File: config.mk
export PLATFORM = sky130hd
export DESIGN_NAME = spi_read_master_flat
export DESIGN_NICKNAME = d
export VERILOG_FILES = /design/src/rtl/spi_read_master_if.sv /design/src/rtl/spi_read_master.sv /design/src/flat_wrapper.sv
export SDC_FILE = /design/constraint.sdc
export NUM_CORES = 1
export LEC_CHECK = 0
export CORE_MARGIN = 4
export CORE_UTILIZATION = 25
export DETAILED_ROUTE_END_ITERATION = 16
export GPL_ROUTABILITY_DRIVEN = 0
export PLACE_DENSITY_LB_ADDON = 0.3
export SLEW_MARGIN = 20
export SYNTH_ARGS = -nofsm -noshare
export SYNTH_HDL_FRONTEND = slang
export SYNTH_SLANG_ARGS = --single-unit
export TNS_END_PERCENT = 20
File: constraint.sdc
create_clock -name clk -period 7.1 [get_ports clk]
set_input_delay 1.775 -clock clk [delete_from_list [all_inputs] [get_ports clk]]
set_output_delay 1.775 -clock clk [all_outputs]
set_load 0.01 [all_outputs]
File: src/rtl/spi_read_master_if.sv
// Handshake and SPI pin bundle for spi_read_master.
// The master modport is the initiator's view; slave is the counterpart (controller + SPI slave).
interface spi_read_master_if #(
  parameter int Nbit = 32,
  parameter int Abit = 8
);
  logic            start;
  logic [Abit-1:0] adr;
  logic            busy;
  logic [Nbit-1:0] dout;
  logic            valid;
  logic            cs;
  logic            sclk;
  logic            mosi;
  logic            miso;

  modport master (
    input  start, adr, miso,
    output busy, dout, valid, cs, sclk, mosi
  );

  modport slave (
    output start, adr, miso,
    input  busy, dout, valid, cs, sclk, mosi
  );
endinterface

File: src/rtl/spi_read_master.sv
// SPI read initiator: drops cs, shifts an address out MSB-first, then clocks a data
// word in on miso and presents it with a one-cycle valid pulse. All outputs registered.
module spi_read_master #(
  parameter int Nbit     = 32,
  parameter int Abit     = 8,
  parameter int Dlitl    = 5,
  parameter int CS_SETUP = 10,
  parameter int CS_HOLD  = 10,
  parameter int CS_IDLE  = 10
) (
  input logic               clk,
  input logic               rst,
  spi_read_master_if.master bus
);
  localparam int BMAX = (Abit > Nbit) ? Abit : Nbit;
  localparam int BW   = $clog2(BMAX + 1);
  localparam int HW   = $clog2(Dlitl + 1);
  localparam int CMAX = (CS_SETUP > CS_HOLD) ? ((CS_SETUP > CS_IDLE) ? CS_SETUP : CS_IDLE)
                                             : ((CS_HOLD > CS_IDLE) ? CS_HOLD : CS_IDLE);
  localparam int CW   = $clog2(CMAX + 1);

  localparam logic [HW-1:0] HALF_LAST  = HW'(Dlitl - 1);
  localparam logic [BW-1:0] ADDR_LAST  = BW'(Abit - 1);
  localparam logic [BW-1:0] DATA_LAST  = BW'(Nbit - 1);
  localparam logic [CW-1:0] SETUP_LAST = CW'(CS_SETUP - 1);
  localparam logic [CW-1:0] HOLD_LAST  = CW'(CS_HOLD - 1);
  // FIN already provides one cs-high cycle, and busy drops in the last CSIDLE cycle
  localparam logic [CW-1:0] IDLE_LAST  = CW'((CS_IDLE >= 2) ? CS_IDLE - 2 : 0);

  typedef enum logic [2:0] {IDLE, SETUP, ADDR, GAP, DATA, HOLD, FIN, CSIDLE} state_t;

  state_t          state_reg, state_next;
  logic [CW-1:0]   cnt_reg, cnt_next;
  logic [HW-1:0]   hcnt_reg, hcnt_next;
  logic            ph_reg, ph_next;
  logic [BW-1:0]   bcnt_reg, bcnt_next;
  logic [Abit-1:0] addr_sh_reg, addr_sh_next;
  logic [Nbit-1:0] data_sh_reg, data_sh_next;
  logic [Nbit-1:0] dout_reg, dout_next;
  logic            cs_reg, cs_next;
  logic            sclk_reg, sclk_next;
  logic            mosi_reg, mosi_next;
  logic            busy_reg, busy_next;
  logic            valid_reg, valid_next;
  logic            half_end, slot_end;

  always_comb begin
    state_next   = state_reg;
    cnt_next     = cnt_reg;
    hcnt_next    = hcnt_reg;
    ph_next      = ph_reg;
    bcnt_next    = bcnt_reg;
    addr_sh_next = addr_sh_reg;
    data_sh_next = data_sh_reg;
    dout_next    = dout_reg;
    half_end     = (hcnt_reg == HALF_LAST);
    slot_end     = half_end && ph_reg;

    case (state_reg)
      IDLE: begin
        if (bus.start && !busy_reg) begin
          state_next   = SETUP;
          cnt_next     = '0;
          addr_sh_next = bus.adr;
        end
      end
      SETUP: begin
        if (cnt_reg == SETUP_LAST) begin
          state_next = ADDR;
          hcnt_next  = '0;
          ph_next    = 1'b0;
          bcnt_next  = '0;
        end else begin
          cnt_next = cnt_reg + 1'b1;
        end
      end
      ADDR, DATA: begin
        if (half_end) begin
          hcnt_next = '0;
          ph_next   = ~ph_reg;
        end else begin
          hcnt_next = hcnt_reg + 1'b1;
        end
        // miso is taken in the last sclk-high cycle; the address advances at slot end
        if (slot_end) begin
          if (state_reg == ADDR) begin
            addr_sh_next = addr_sh_reg << 1;
            if (bcnt_reg == ADDR_LAST) state_next = GAP;
            else                       bcnt_next  = bcnt_reg + 1'b1;
          end else begin
            data_sh_next = {data_sh_reg[Nbit-2:0], bus.miso};
            if (bcnt_reg == DATA_LAST) begin
              state_next = HOLD;
              cnt_next   = '0;
            end else begin
              bcnt_next = bcnt_reg + 1'b1;
            end
          end
        end
      end
      GAP: begin
        state_next = DATA;
        hcnt_next  = '0;
        ph_next    = 1'b0;
        bcnt_next  = '0;
      end
      HOLD: begin
        if (cnt_reg == HOLD_LAST) begin
          state_next = FIN;
          dout_next  = data_sh_reg;
        end else begin
          cnt_next = cnt_reg + 1'b1;
        end
      end
      FIN: begin
        cnt_next   = '0;
        state_next = (CS_IDLE >= 2) ? CSIDLE : IDLE;
      end
      CSIDLE: begin
        if (bus.start && !busy_reg) begin
          state_next   = SETUP;
          cnt_next     = '0;
          addr_sh_next = bus.adr;
        end else if (cnt_reg == IDLE_LAST) begin
          state_next = IDLE;
        end else begin
          cnt_next = cnt_reg + 1'b1;
        end
      end
      default: state_next = IDLE;
    endcase

    cs_next    = !(state_next inside {SETUP, ADDR, GAP, DATA, HOLD});
    sclk_next  = ((state_next == ADDR) || (state_next == DATA)) && ph_next;
    mosi_next  = (state_next == ADDR) ? addr_sh_next[Abit-1] : 1'b1;
    valid_next = (state_next == FIN);
    busy_next  = !((state_next == IDLE) ||
                   ((state_next == CSIDLE) && (cnt_next == IDLE_LAST)));
  end

  always_ff @(posedge clk) begin
    if (rst) begin
      state_reg   <= IDLE;
      cnt_reg     <= '0;
      hcnt_reg    <= '0;
      ph_reg      <= 1'b0;
      bcnt_reg    <= '0;
      addr_sh_reg <= '0;
      data_sh_reg <= '0;
      dout_reg    <= '0;
      cs_reg      <= 1'b1;
      sclk_reg    <= 1'b0;
      mosi_reg    <= 1'b1;
      busy_reg    <= 1'b0;
      valid_reg   <= 1'b0;
    end else begin
      state_reg   <= state_next;
      cnt_reg     <= cnt_next;
      hcnt_reg    <= hcnt_next;
      ph_reg      <= ph_next;
      bcnt_reg    <= bcnt_next;
      addr_sh_reg <= addr_sh_next;
      data_sh_reg <= data_sh_next;
      dout_reg    <= dout_next;
      cs_reg      <= cs_next;
      sclk_reg    <= sclk_next;
      mosi_reg    <= mosi_next;
      busy_reg    <= busy_next;
      valid_reg   <= valid_next;
    end
  end

  assign bus.cs    = cs_reg;
  assign bus.sclk  = sclk_reg;
  assign bus.mosi  = mosi_reg;
  assign bus.busy  = busy_reg;
  assign bus.valid = valid_reg;
  assign bus.dout  = dout_reg;
endmodule

File: src/flat_wrapper.sv
// flat-port wrapper written by rule: the top's interface ports become plain ports
module spi_read_master_flat 
#(
  parameter int Nbit     = 32,
  parameter int Abit     = 8,
  parameter int Dlitl    = 5,
  parameter int CS_SETUP = 10,
  parameter int CS_HOLD  = 10,
  parameter int CS_IDLE  = 10
)
  (clk, rst, bus_start, bus_adr, bus_miso, bus_busy, bus_dout, bus_valid, bus_cs, bus_sclk, bus_mosi);
  spi_read_master_if #(.Nbit(Nbit), .Abit(Abit)) bus_i ();
  input logic clk;
  input logic rst;
  input wire logic [$bits(bus_i.start)-1:0] bus_start;
  input wire logic [$bits(bus_i.adr)-1:0] bus_adr;
  input wire logic [$bits(bus_i.miso)-1:0] bus_miso;
  output wire logic [$bits(bus_i.busy)-1:0] bus_busy;
  output wire logic [$bits(bus_i.dout)-1:0] bus_dout;
  output wire logic [$bits(bus_i.valid)-1:0] bus_valid;
  output wire logic [$bits(bus_i.cs)-1:0] bus_cs;
  output wire logic [$bits(bus_i.sclk)-1:0] bus_sclk;
  output wire logic [$bits(bus_i.mosi)-1:0] bus_mosi;
  assign bus_i.start = bus_start;
  assign bus_i.adr = bus_adr;
  assign bus_i.miso = bus_miso;
  assign bus_busy = bus_i.busy;
  assign bus_dout = bus_i.dout;
  assign bus_valid = bus_i.valid;
  assign bus_cs = bus_i.cs;
  assign bus_sclk = bus_i.sclk;
  assign bus_mosi = bus_i.mosi;
  spi_read_master #(.Nbit(Nbit), .Abit(Abit), .Dlitl(Dlitl), .CS_SETUP(CS_SETUP), .CS_HOLD(CS_HOLD), .CS_IDLE(CS_IDLE)) u_core (.clk(clk), .rst(rst), .bus(bus_i));
endmodule
======== Word-level counts from Yosys, hierarchy flattened ========
Cells that the tools add are included.
word-level totals
  bits in registers ....................... 94
  output and inout bits ................... 37
operators by class
  add/sub/neg operators ................... 3
  eq/ne operators ......................... 26
  mux-type cells .......................... 34
  bitwise operators ....................... 3
  reductions and logical operators ........ 23
operators by type and width
  kind                                                                      number
  3-bit two-way mux                                                         11
  6-bit two-way mux                                                         5
  4-bit two-way mux                                                         7
  3-bit equality test (second input constant)                               9
  8-bit two-way mux                                                         3
  3-bit case mux with 7 select lines                                        1
  4-bit case mux with 5 select lines                                        1
  6-bit case mux with 3 select lines                                        1
  8-bit case mux with 2 select lines                                        1
  3-bit by 2-bit equality test with 1-bit output (second input constant)    4
  4-bit equality test (second input constant)                               3
  3-bit case mux with 3 select lines                                        1
  2-bit by 1-bit inequality test with 1-bit output (second input constant)  4
  2-bit OR reduction                                                        4
  6-bit by 1-bit adder with 6-bit output (second input constant)            1
  3-bit by 1-bit equality test with 1-bit output (second input constant)    2
  6-bit by 3-bit equality test with 1-bit output (second input constant)    1
  6-bit by 5-bit equality test with 1-bit output (second input constant)    1
  3-bit zero test                                                           2
  5-bit AND reduction                                                       1
  5-bit nonzero test                                                        1
  4-bit by 1-bit adder with 4-bit output (second input constant)            1
  1-bit logical AND                                                         4
  2-bit AND reduction                                                       2
  other kinds (12)                                                          18

======== Logic depth before layout (Yosys ltp) ========
Gate-level depths: netlist of run 1.
  word-level depth ........................ 9
  depth in mapped cells ................... 9
  mapped depth without buffers ............ 9

======== Worst setup path before layout of run 1 ========
OpenSTA, ideal clock, no wires.
  kind .................................... input-to-reg
  start point ............................. in bus_start
  end point ............................... reg u_core.busy_reg (netlist: u_core.bus.busy)
  arrival time ............................ 3.002 ns
  required time ........................... 6.975 ns
  setup slack ............................. 3.973 ns
  stages on the path ...................... 6
  path buffers ............................ 1
  cell sequence ........................... nand2b_1 -> clkbuf_1 -> a32oi_1 -> o2111ai_1 -> o22a_2 -> o41a_1
on the way
  cells in the longest elaborated chain, start to end .. 7
  elaborated cells on any way between the ends .. 13
  classes of those cells .................. eq/ne (2); mux (6); reduce/logical (5)
RTL lines
  item                                                                                      RTL line                                       RTL
  start: declaration                                                                        flat_wrapper.sv:15                             input wire logic [$bits(bus_i.start)-1:0] bus_start;
  1-bit logical AND *                                                                       spi_read_master.sv:61, spi_read_master.sv:120
  3-bit two-way mux (tied with other cells)                                                 spi_read_master.sv:120                         if (bus.start && !busy_reg) begin
  3-bit case mux with 7 select lines or 4-bit case mux with 5 select lines (tied branches)  spi_read_master.sv:59                          case (state_reg)
  3-bit equality test or 4-bit equality test (tied branches)                                spi_read_master.sv:138                         ((state_next == CSIDLE) && (cnt_next == IDLE_LAST)));
  1-bit logical AND                                                                         spi_read_master.sv:138
  1-bit logical OR *                                                                        spi_read_master.sv:137                         busy_next = !((state_next == IDLE) ||
  1-bit zero test *                                                                         spi_read_master.sv:137
  end signal: assignment                                                                    spi_read_master.sv:168                         busy_reg <= busy_next;
  end: declaration                                                                          spi_read_master.sv:43                          logic busy_reg, busy_next;
Mark *: on every way between the ends. The rest lies on a longest branch, timed or not.
A chain may end at the register's enable or synchronous reset.

======== Final worst setup path of run 1 ========
Same ends and word-level chain as after synthesis.

==> metrics.md, run 1 <==
| Metric | Value |
|---|---|
| Placed wire-length estimate | `5.84 mm` |
| Post-Syn Area | `3930 µm²` |
| Drt initial violations | `304` |
| Sw frac | `21.8%` |
| Antenna cells | `0` |
| Worst-Margin Slew | `0.954 ns` |
| Initial antenna violation count | `0` |
| Clk_lat worst skew | `0.34 ns` |
| Max Freq | `0.291 GHz` |
| Syn_nets | `497` |
| Routed len/inst | `12.2 µm` |
| Met2 wire length | `4.18 mm` |
| Final hold viol count | `0` |
| First drt pass iteration count | `5` |
| Top FF cell, synth | `dfxtp_1` |
| Seq pwr share | `48.2%` |
| Fin. max-slew vios | `0` |
| All-Layer GR Usage | `10.1%` |
| CP bufs+invs | `1` |
| Clock sinks | `94` |
| Area growth syn-to-layout | `23.8%` |
| Total CTS buffers | `9` |
| Bufs on Longest Clock Path | `2` |
| Clock-pin transition on the worst setup and hold timing paths | `0.07 ns` |
| Seq/Total Area, Yosys | `47.9%` |
| Crit path DAT | `3.66 ns` |
| Total power | `1120 µW` |
| Yosys warns | `0` |
| Post-Route Setup TNS | `0 ns` |
| Avg Cell Area, Syn | `8.21 µm²` |
| Area leader, netlist | `dfxtp_1` |
| Die W | `133 µm` |
| # setup viols final | `0` |
| Worst setup margin | `3.67 ns` |
| Nets | `525` |
| Ratio of cells with drive above 1 in the final layout | `7.83%` |
| Core Region | `15300 µm²` |
| Dpl ws | `3.33 ns` |
| PortBufs | `48` |
| Routed WL | `8.81 mm` |
| # DRC | `0` |
| Post-CTS Setup Bufs | `0` |
| Max cap viols | `0` |
| Layout fillers | `1656` |
| Pleak | `0.00160 µW` |
| Critical-path maximum fanout | `8` |
| Delay-heaviest family, CP | `compound AO/OA/AOI/OAI gates` |
| Min cycle time layout | `3.43 ns` |
| DRT met1 WL | `4.08 mm` |
| Switching power | `243 µW` |
| Unrepaired setup endpoints after global routing | `false` |
| Number of global-route vias before repair | `3203` |
| #FFs+latches synth | `94` |
| CTS tree | `built` |
| Slew Limit Headroom | `36.1%` |
| Synth top area share | `47.9%` |
| Syn Inst Count | `478` |
| Via/cell ratio | `4.67` |
| Antenna-violating nets left | `0` |
| H-Tree Depth | `3` |
| DR WL met3 | `401 µm` |
| Startpoint types | `input port` |
| Die height | `133 µm` |
| Power per cell area | `230 nW/µm²` |
| Starting Density | `25.6%` |
| VDD IR max | `0.000112 V` |
| Setup CP Type | `input port to flop` |
| Max stage delay cell, worst path | `clkdlybuf4s50_1` |
| Crit-path max cell delay | `0.48 ns` |
| Synth unique cells | `67` |
| Top routing layer in use | `met4` |
| Total congestion overflow | `0` |
| Clk pwr share | `47.9%` |
| Post-CTS resize count | `0` |
| Row count | `45` |
| Status | `finished, final reports clean` |
| Largest net degree at the start of global routing | `84` |
| # IOs | `49` |
| P_int | `875 µW` |
| Crit path capture type | `flop` |
| Fraction of registers with async set/reset | `0%` |
| Area contributors post-synth | `dfxtp_1 (48%), nand2_1 (13%), a21oi_1 (9.8%)` |
| Die ar. | `17800 µm²` |
| First-pass GRT wire length | `14.8 mm` |
| Comb power frac | `3.9%` |
| Via count | `3371` |
| Max Clock Skew | `0.00711 ns` |
| Required time of the critical path | `7.32 ns` |
| CP Cell Sequence | `clkdlybuf4s50_1, nand2b_1, a21oi_1, o2111ai_1, o22a_2, o41a_1` |
| Min-delay worst type | `flop to flop` |
| Clk root buf | `clkbuf_16` |
| CTS Hold Bufs | `0` |
| Post-synth EDFFs | `0` |
| Fin crit share | `48.3%` |
-- logic make-up (layout without fill, tap and decap cells) --
logic type	Yosys count	count (layout)	synth area share, %
adders and majority gates	7	7	2.23
and+or+nand+nor	208	208	23.9
DFF	94	94	47.9
AOI/OAI and AO/OA	121	121	19.7
xor gates and xnor gates	3	3	0.669
buffers and inverters	43	76	5.07
muxes	2	2	0.542
-- area by class of cell --
cell class | count | area, µm² | share of cell area [%]
clock buffers | 10 | 239 | 4.92
flip-flops and latches | 94 | 1880 | 38.7
inverters | 10 | 37.5 | 0.772
clock inverters | 6 | 97.6 | 2.01
well taps | 211 | 264 | 5.43
repair buffers | 50 | 490 | 10.1
multi-input cells | 341 | 1850 | 38.1
-- worst reg2reg max path, stage by stage (launching register included) --
cell and delay (ns):
dfxtp_1 0.32, inv_1 0.09, ha_1 0.15, and2_1 0.18, ha_1 0.30, inv_1 0.12
o311ai_1 0.61, o2111ai_1 0.26, o22a_2 0.27, o41a_1 0.39
-- cells in the mapped netlist (2+ instances only) --
cell type,count
buf_2,3
and3_1,3
or3_1,2
nand4_1,2
or4_1,3
a22o_1,2
and2_1,3
a222oi_1,6
a22oi_1,3
nand2b_1,2
or2_2,2
clkbuf_1,25
nor4_1,3
nor2_1,23
a31oi_1,2
nand2_1,138
o21ai_0,5
a311oi_1,2
inv_1,10
nand3b_1,5
dfxtp_1,94
a21oi_1,77
nand3_1,5
clkbuf_8,3
o31ai_1,4
and2b_2,2
ha_1,7
o32ai_1,2
xor2_1,2
-- power groups by stage --
stage	clock (µW)	sequential (µW)	combinational [µW]
2_1_floorplan	0	548	32.1
3_3_place_gp	0	550	43.1
3_5_place_dp	0	551	44.5
4_1_cts	555	538	44.6
5_1_grt	575	539	49.4
6_report	535	538	44.1
-- through the flow --
step | hold WS, ns | std cells | utilization [%] | cell area [µm²]
3_3_place_gp | 0.446 | 706 | 29.5 | 4520
5_1_grt | 0.473 | 722 | 31.7 | 4860
4_1_cts | 0.459 | 722 | 31.7 | 4860
2_1_floorplan | 0.430 | 478 | - | 3930
6_report | 0.455 | 722 | 31.7 | 4860
3_5_place_dp | 0.450 | 706 | 29.5 | 4520
-- worst paths after layout --
kind                                    startpoint                               end  slack (ns)  depth (start not counted)
setup / recovery                         bus_start        u_core.bus.busy$_SDFF_PP0_        3.67                          6
setup reg to reg   u_core.hcnt_reg[0]$_SDFFE_PP0P_        u_core.bus.busy$_SDFF_PP0_        4.30                          9
hold / removal    u_core.bus.dout[28]$_SDFFE_PP0P_  u_core.bus.dout[28]$_SDFFE_PP0P_        0.46                          2
hold reg to reg   u_core.bus.dout[28]$_SDFFE_PP0P_  u_core.bus.dout[28]$_SDFFE_PP0P_        0.46                          2
-- cells in the final DEF (no fill, tap or decap), types with 6 or more instances in the layout --
cell type,count
nand2_1,137
clkdlybuf4s50_1,47
ha_1,7
clkbuf_16,9
dfxtp_1,94
a222oi_1,6
inv_1,10
nor2_1,23
a21oi_1,77
-- routing by layer --
metal / GRT usage (%) / vias to the layer above
li1: - / 1703
met1: 12.2 / 1589
met5: 0 / -
met3: 2.87 / 11
met4: 3.94 / 0
met2: 16.8 / 68
Note: power is estimated with default switching activity, not from simulation.
==> run 2, diff against run 1 <==
==> constraint.sdc (replaced) <==
create_clock -name clk -period 3 [get_ports clk]
set_input_delay 0.75 -clock clk [delete_from_list [all_inputs] [get_ports clk]]
set_output_delay 0.75 -clock clk [all_outputs]
set_load 0.01 [all_outputs]
==> run 2 against run 1 <==
- design area is 0.15% lower
- sequential power is 140% higher
- total power is 120% higher
- cell count is 0.97% higher
- non-clock buffer count is 8 higher
- count of clock-buffer cells in the layout is 1 higher
- die area stayed put
- sequential share of layout area is 0.060 points higher
- critical path depth is 3 higher
==> metrics.md, run 2 (synthesized netlist as in run 1, its figures left out) <==
| Metric | Value |
|---|---|
| Core Region | `15300 µm² (unchanged)` |
| Ratio of cells with drive above 1 in the final layout | `8.30% (+0.47 points)` |
| VDD IR max | `0.000359 V (+220%)` |
| P_int | `1890 µW (+120%)` |
| Max cap viols | `0 (unchanged)` |
| Total CTS buffers | `9 (unchanged)` |
| All-Layer GR Usage | `10.0% (about the same)` |
| Core Util, Final | `31.7% (-0.049 points)` |
| Startpoint types | `flop` |
| Max Freq | `0.379 GHz` |
| Worst setup margin | `0.362 ns (-3.31 ns)` |
| Post-CTS resize count | `0 (unchanged)` |
| Comb power frac | `4.5% (+0.6 points)` |
| CTS tree | `built` |
| Final hold viol count | `0 (unchanged)` |
| Number of global-route vias before repair | `3222 (+0.59%)` |
| Die ar. | `17800 µm² (unchanged)` |
| Drt initial violations | `359 (+18%)` |
| Largest net degree at the start of global routing | `79 (-6.0%)` |
| Max Clock Skew | `0.00492 ns (-0.00218 ns)` |
| Beginning of the worst hold path | `u_core.bus.dout[25]$_SDFFE_PP0P_` |
| Met1 Use GR | `12.6% (+0.33 points)` |
| Worst R2R Path Depth | `9 (unchanged)` |
| # DRC | `0 (unchanged)` |
| Hold path endpoint | `u_core.bus.dout[25]$_SDFFE_PP0P_` |
| Antenna-violating nets left | `0 (unchanged)` |
| First drt pass iteration count | `4 (-1)` |
| H-Tree Depth | `3 (unchanged)` |
| PortBufs | `48 (unchanged)` |
| # setup viols final | `0 (unchanged)` |
| Via/cell ratio | `4.64 (-0.73%)` |
| Post-DP Area | `4580 µm² (+1.3%)` |
| Dpl ws | `0.296 ns (-3.03 ns)` |
| Crit path DAT | `2.86 ns (-0.80 ns)` |
| Clk pwr share | `43.4% (-4.5 points)` |
| Routed len/inst | `12.2 µm (+0.14%)` |
| Required time of the critical path | `3.22 ns (-4.10 ns)` |
| Antenna cells | `0 (unchanged)` |
| Die W | `133 µm (unchanged)` |
| Min-delay worst type | `flop to flop` |
| Power per cell area | `503 nW/µm² (+120%)` |
| Pleak | `0.00161 µW (+0.66%)` |
| First-pass GRT wire length | `14.8 mm (+0.24%)` |
| Min cycle time layout | `2.64 ns` |
| Commonest non-fill, non-tap cell in the layout | `nand2_1` |
| Critical-path maximum fanout | `6 (-2)` |
| Fin. max-slew vios | `0 (unchanged)` |
| Final Hold Slack | `0.455 ns (-0.000474 ns)` |
| Post-Route Setup TNS | `0 ns (unchanged)` |
| RR Endpoint | `u_core.bus.busy$_SDFF_PP0_` |
| Sw frac | `22.4% (+0.67 points)` |
| Routed WL | `8.91 mm (+1.1%)` |
| Initial antenna violation count | `0 (unchanged)` |
| Row count | `45 (unchanged)` |
| Switching power | `548 µW (+130%)` |
| Clk_lat worst skew | `0.34 ns (about the same)` |
| Worst Hold Depth | `2 (unchanged)` |
| Final design area excluding fillers | `4850 µm² (-0.15%)` |
| Placed wire-length estimate | `5.96 mm (+2.1%)` |
| Setup CP Type | `flop to flop` |
| Layout fillers | `1632 (-1.4%)` |
| Post-CTS Setup Bufs | `0 (unchanged)` |
| Worst-Margin Slew | `0.986 ns (+0.0320 ns)` |
| M2 GR Usage | `16.0% (-0.82 points)` |
| Unrepaired setup endpoints after global routing | `false` |
| Seq pwr share | `52.1% (+3.9 points)` |
| GRT busiest layer | `met2` |
| Fin crit share | `87.9%` |
| Reg2Reg Setup Slack | `0.36 ns (-3.94 ns)` |
| Slew Limit Headroom | `34.0% (-2.1 points)` |
| Starting Density | `25.6% (unchanged)` |
| Nets | `533 (+1.5%)` |
| RR Startpoint | `u_core.hcnt_reg[0]$_SDFFE_PP0P_` |
| Clk root buf | `clkbuf_16` |
| Most frequent cells in the layout | `nand2_1 (138), dfxtp_1 (94), a21oi_1 (77), clkdlybuf4s50_1 (47), nor2_1 (23)` |
| Crit path capture type | `flop` |
| Die height | `133 µm (unchanged)` |
| # IOs | `49 (unchanged)` |
| Via count | `3379 (+0.24%)` |
| Total congestion overflow | `0 (unchanged)` |
| Area growth syn-to-layout | `23.6%` |
| GR Util met3 | `2.76% (-0.11 points)` |
| Status | `finished, final reports clean` |
| CTS Hold Bufs | `0 (unchanged)` |
| Clock-pin transition on the worst setup and hold timing paths | `0.06 ns (about the same)` |
| Clock sinks | `94 (unchanged)` |
| Bufs on Longest Clock Path | `2 (unchanged)` |
## run 2: power groups by stage
stage	combinational, µW	sequential [µW]	clock, µW
2_1_floorplan	75.9	1300	0
3_3_place_gp	109	1300	0
3_5_place_dp	111	1300	0
4_1_cts	112	1270	1100
5_1_grt	124	1270	1150
6_report	111	1270	1060
## run 2: cell type report
cell class | instances | area (µm²) | share of cell area, %
clock inverters | 4 | 31.3 | 0.644
multi-input cells | 341 | 1850 | 38.0
inverters | 10 | 37.5 | 0.773
well taps | 211 | 264 | 5.44
flip-flops and latches | 94 | 1880 | 38.8
clock buffers | 11 | 243 | 5.00
repair buffers | 58 | 551 | 11.3
## run 2: how the worst max path moves through the flow
stage,end,startpoint,depth (start not counted),slack [ns]
after floorplan,u_core.bus.busy$_SDFF_PP0_,u_core.hcnt_reg[0]$_SDFFE_PP0P_,9,0.70
after global placement,u_core.bus.busy$_SDFF_PP0_,bus_start,6,0.36
after detailed placement,u_core.bus.busy$_SDFF_PP0_,bus_start,6,0.30
after CTS,u_core.bus.busy$_SDFF_PP0_,u_core.hcnt_reg[0]$_SDFFE_PP0P_,9,0.37
after global routing,u_core.bus.busy$_SDFF_PP0_,u_core.hcnt_reg[0]$_SDFFE_PP0P_,9,0.12
final,u_core.bus.busy$_SDFF_PP0_,u_core.hcnt_reg[0]$_SDFFE_PP0P_,9,0.36
## run 2: worst max-delay path, cell delays in order (launching register included)
cell,delay [ns]
dfxtp_1,0.32
inv_1,0.08
ha_1,0.14
and2_1,0.17
ha_1,0.26
inv_1,0.11
o311ai_1,0.57
o2111ai_1,0.24
o22a_2,0.25
o41a_1,0.39
## run 2: stage by stage
stage | std cells | total power (µW)
6_report | 729 | 2440
5_1_grt | 729 | 2550
4_1_cts | 729 | 2480
3_5_place_dp | 714 | 1410
3_3_place_gp | 714 | 1410
2_1_floorplan | 478 | 1370
## run 2: per-layer routing
metal / routed length, µm / vias to the layer above
met2: 4130 / 57
met4: 208 / 0
li1: - / 1712
met3: 414 / 17
met1: 4160 / 1593
met5: 0 / -
==> run 3, diff against run 2 <==
--- a/config.mk
+++ b/config.mk
@@ -7,9 +7,10 @@
 export LEC_CHECK = 0
 export CORE_MARGIN = 4
 export CORE_UTILIZATION = 25
+export CTS_CLUSTER_DIAMETER = 30
 export DETAILED_ROUTE_END_ITERATION = 16
 export GPL_ROUTABILITY_DRIVEN = 0
-export PLACE_DENSITY_LB_ADDON = 0.3
+export PLACE_DENSITY_LB_ADDON = 0.08
 export SLEW_MARGIN = 20
 export SYNTH_ARGS = -nofsm -noshare
 export SYNTH_HDL_FRONTEND = slang
==> run 3 against run 2 <==
- worst hold slack got worse by 0.0013 ns
- count of clock-buffer cells in the layout decreased by 2
- sequential power about the same
- flip-flop and latch count unchanged
- first-iteration DRC count decreased by 52%
- combinational power about the same
- largest cell class unchanged
==> metrics.md, run 3 (synthesized netlist as in run 1, its figures left out) <==
| Metric | Value |
|---|---|
| Row count | `45 (unchanged)` |
| Crit-path max cell delay | `0.38 ns (-0.19 ns)` |
| Power per cell area | `516 nW/µm² (+2.7%)` |
| First-pass GRT wire length | `16.4 mm (+11%)` |
| Fin crit share | `83.7% (-4.2 points)` |
| RR Endpoint | `u_core.bus.busy$_SDFF_PP0_` |
| Area growth syn-to-layout | `24.3%` |
| Placed wire-length estimate | `6.16 mm (+3.3%)` |
| Commonest non-fill, non-tap cell in the layout | `nand2_1` |
| Post-Route Setup TNS | `0 ns (unchanged)` |
| Max cap viols | `0 (unchanged)` |
| Post-DP Area | `4590 µm² (+0.33%)` |
| Starting Density | `25.6% (unchanged)` |
| Post-CTS resize count | `0 (unchanged)` |
| Slew Limit Headroom | `58.2% (+24 points)` |
| # DRC | `0 (unchanged)` |
| Sequential cell area | `1880 µm² (unchanged)` |
| Routed WL | `9.64 mm (+8.3%)` |
| Max Clock Skew | `0.00870 ns (+0.00378 ns)` |
| Min cycle time layout | `2.51 ns (-0.127 ns)` |
| Post-CTS Setup Bufs | `0 (unchanged)` |
| Number of global-route vias before repair | `3311 (+2.8%)` |
| Pleak | `0.00162 µW (+0.61%)` |
| # IOs | `49 (unchanged)` |
| Via/cell ratio | `4.66 (+0.51%)` |
| Core Region | `15300 µm² (unchanged)` |
| Routed len/inst | `13.2 µm (+8.1%)` |
| All-Layer GR Usage | `11.2% (+1.2 points)` |
| Layout fillers | `1664 (+2.0%)` |
| Critical-path maximum fanout | `6 (unchanged)` |
| CP bufs+invs | `3 (+1)` |
| Clk root buf | `clkbuf_16` |
| Antenna-violating nets left | `0 (unchanged)` |
| Total CTS buffers | `9 (unchanged)` |
| First drt pass iteration count | `5 (+1)` |
| Die ar. | `17800 µm² (unchanged)` |
| Drt initial violations | `173 (-52%)` |
| Final hold viol count | `0 (unchanged)` |
| Setup CP Type | `flop to flop` |
| Initial antenna violation count | `0 (unchanged)` |
| Crit path DAT | `2.74 ns (-0.12 ns)` |
| Worst Hold Depth | `2 (unchanged)` |
| RR Startpoint | `u_core.hcnt_reg[0]$_SDFFE_PP0P_` |
| Min-delay worst type | `flop to flop` |
| Total congestion overflow | `0 (unchanged)` |
| # setup viols final | `0 (unchanged)` |
| Antenna cells | `0 (unchanged)` |
| CTS tree | `built` |
| Most frequent cells in the layout | `nand2_1 (138), dfxtp_1 (94), a21oi_1 (77), clkdlybuf4s50_1 (47), nor2_1 (23)` |
| Clk_lat worst skew | `0.34 ns (about the same)` |
| Final design area excluding fillers | `4880 µm² (+0.54%)` |
| Fin. max-slew vios | `0 (unchanged)` |
| Bufs on Longest Clock Path | `2 (unchanged)` |
| PortBufs | `48 (unchanged)` |
| Largest net degree at the start of global routing | `59 (-25%)` |
| Reg2Reg Setup Slack | `0.49 ns (+0.13 ns)` |
| H-Tree Depth | `3 (unchanged)` |
| Worst-Margin Slew | `0.627 ns (-0.359 ns)` |
| Startpoint types | `flop` |
| Nets | `535 (+0.38%)` |
| Worst R2R Path Depth | `10 (+1)` |
| Ratio of cells with drive above 1 in the final layout | `8.67% (+0.37 points)` |
| Required time of the critical path | `3.22 ns (about the same)` |
| VDD IR max | `0.000255 V (-29%)` |
| Crit path capture type | `flop` |
| Clock-pin transition on the worst setup and hold timing paths | `0.07 ns (about the same)` |
| Delay-heaviest family, CP | `compound AO/OA/AOI/OAI gates` |
| Status | `finished, final reports clean` |
| CP Cell Sequence | `inv_1, ha_1, and2_1, ha_1, inv_1, o311ai_1, buf_4, o2111ai_1, o22a_2, o41a_1` |
| Hold path endpoint | `u_core.bus.dout[28]$_SDFFE_PP0P_` |
| Via count | `3401 (+0.65%)` |
| Unrepaired setup endpoints after global routing | `false` |
| Die W | `133 µm (unchanged)` |
| Max Freq | `0.398 GHz (+5.1%)` |
| Footprint of the multi-input gates | `1850 µm² (unchanged)` |
| Die height | `133 µm (unchanged)` |
| CTS Hold Bufs | `0 (unchanged)` |
| Beginning of the worst hold path | `u_core.bus.dout[28]$_SDFFE_PP0P_` |
| Max stage delay cell, worst path | `o41a_1` |
| Clock sinks | `94 (unchanged)` |
[run 3: cell count changes in the layout (fill, tap and decap cells not counted), sizes merged]
| cell | before | now |
|---|---|---|
| clkinv | 2 | 1 |
| clkinvlp | 0 | 1 |
| buf | 11 | 13 |
| clkbuf | 11 | 9 |
| bufinv | 0 | 1 |
[run 3: stage by stage]
step / cells / hold WS (ns) / util, % / setup slack, ns / power [µW]
after floorplan: 478 / 0.430 / - / 0.701 / 1370
after global placement: 716 / 0.445 / 30.0 / 0.363 / 1410
after detailed placement: 716 / 0.448 / 30.0 / 0.279 / 1410
after CTS: 730 / 0.458 / 31.9 / 0.465 / 2570
after global routing: 730 / 0.478 / 31.9 / 0.278 / 2630
final: 730 / 0.453 / 31.9 / 0.489 / 2520
[run 3: area by class of cell]
class	count	share of cell area, %
Clock inverter	5	1.23
Tap cell	211	5.41
Sequential cell	94	38.6
Clock buffer	9	4.62
Timing Repair Buffer	60	11.6
Inverter	10	0.769
Multi-Input combinational cell	341	37.8
[run 3: worst register-to-register path, cell delays in order (launching register included)]
cell	delay, ns
dfxtp_1	0.32
inv_1	0.08
ha_1	0.14
and2_1	0.18
ha_1	0.31
inv_1	0.12
o311ai_1	0.31
buf_4	0.19
o2111ai_1	0.14
o22a_2	0.23
o41a_1	0.38
[run 3: worst max-delay path by stage]
stage,start,to,depth (start not counted)
after detailed placement,bus_start,u_core.bus.busy$_SDFF_PP0_,6
final,u_core.hcnt_reg[0]$_SDFFE_PP0P_,u_core.bus.busy$_SDFF_PP0_,10
after CTS,u_core.hcnt_reg[0]$_SDFFE_PP0P_,u_core.bus.busy$_SDFF_PP0_,10
after global routing,u_core.hcnt_reg[0]$_SDFFE_PP0P_,u_core.bus.busy$_SDFF_PP0_,10
after floorplan,u_core.hcnt_reg[0]$_SDFFE_PP0P_,u_core.bus.busy$_SDFF_PP0_,9
after global placement,bus_start,u_core.bus.busy$_SDFF_PP0_,6
[run 3: per-layer routing]
metal / track usage (%) / wire length (µm) / vias up
met4: 4.23 / 158 / 0
li1: - / - / 1718
met1: 15.7 / 5010 / 1608
met2: 16.6 / 4140 / 62
met3: 2.87 / 338 / 13
met5: 0 / 0 / -
[run 3: power breakdown]
group,switching [µW],leakage [µW],internal (µW)
Clock,493,0.000138,642
Combinational,65.6,0.000720,47.5
Sequential,13.0,0.000759,1260
Total,572,0.00162,1950
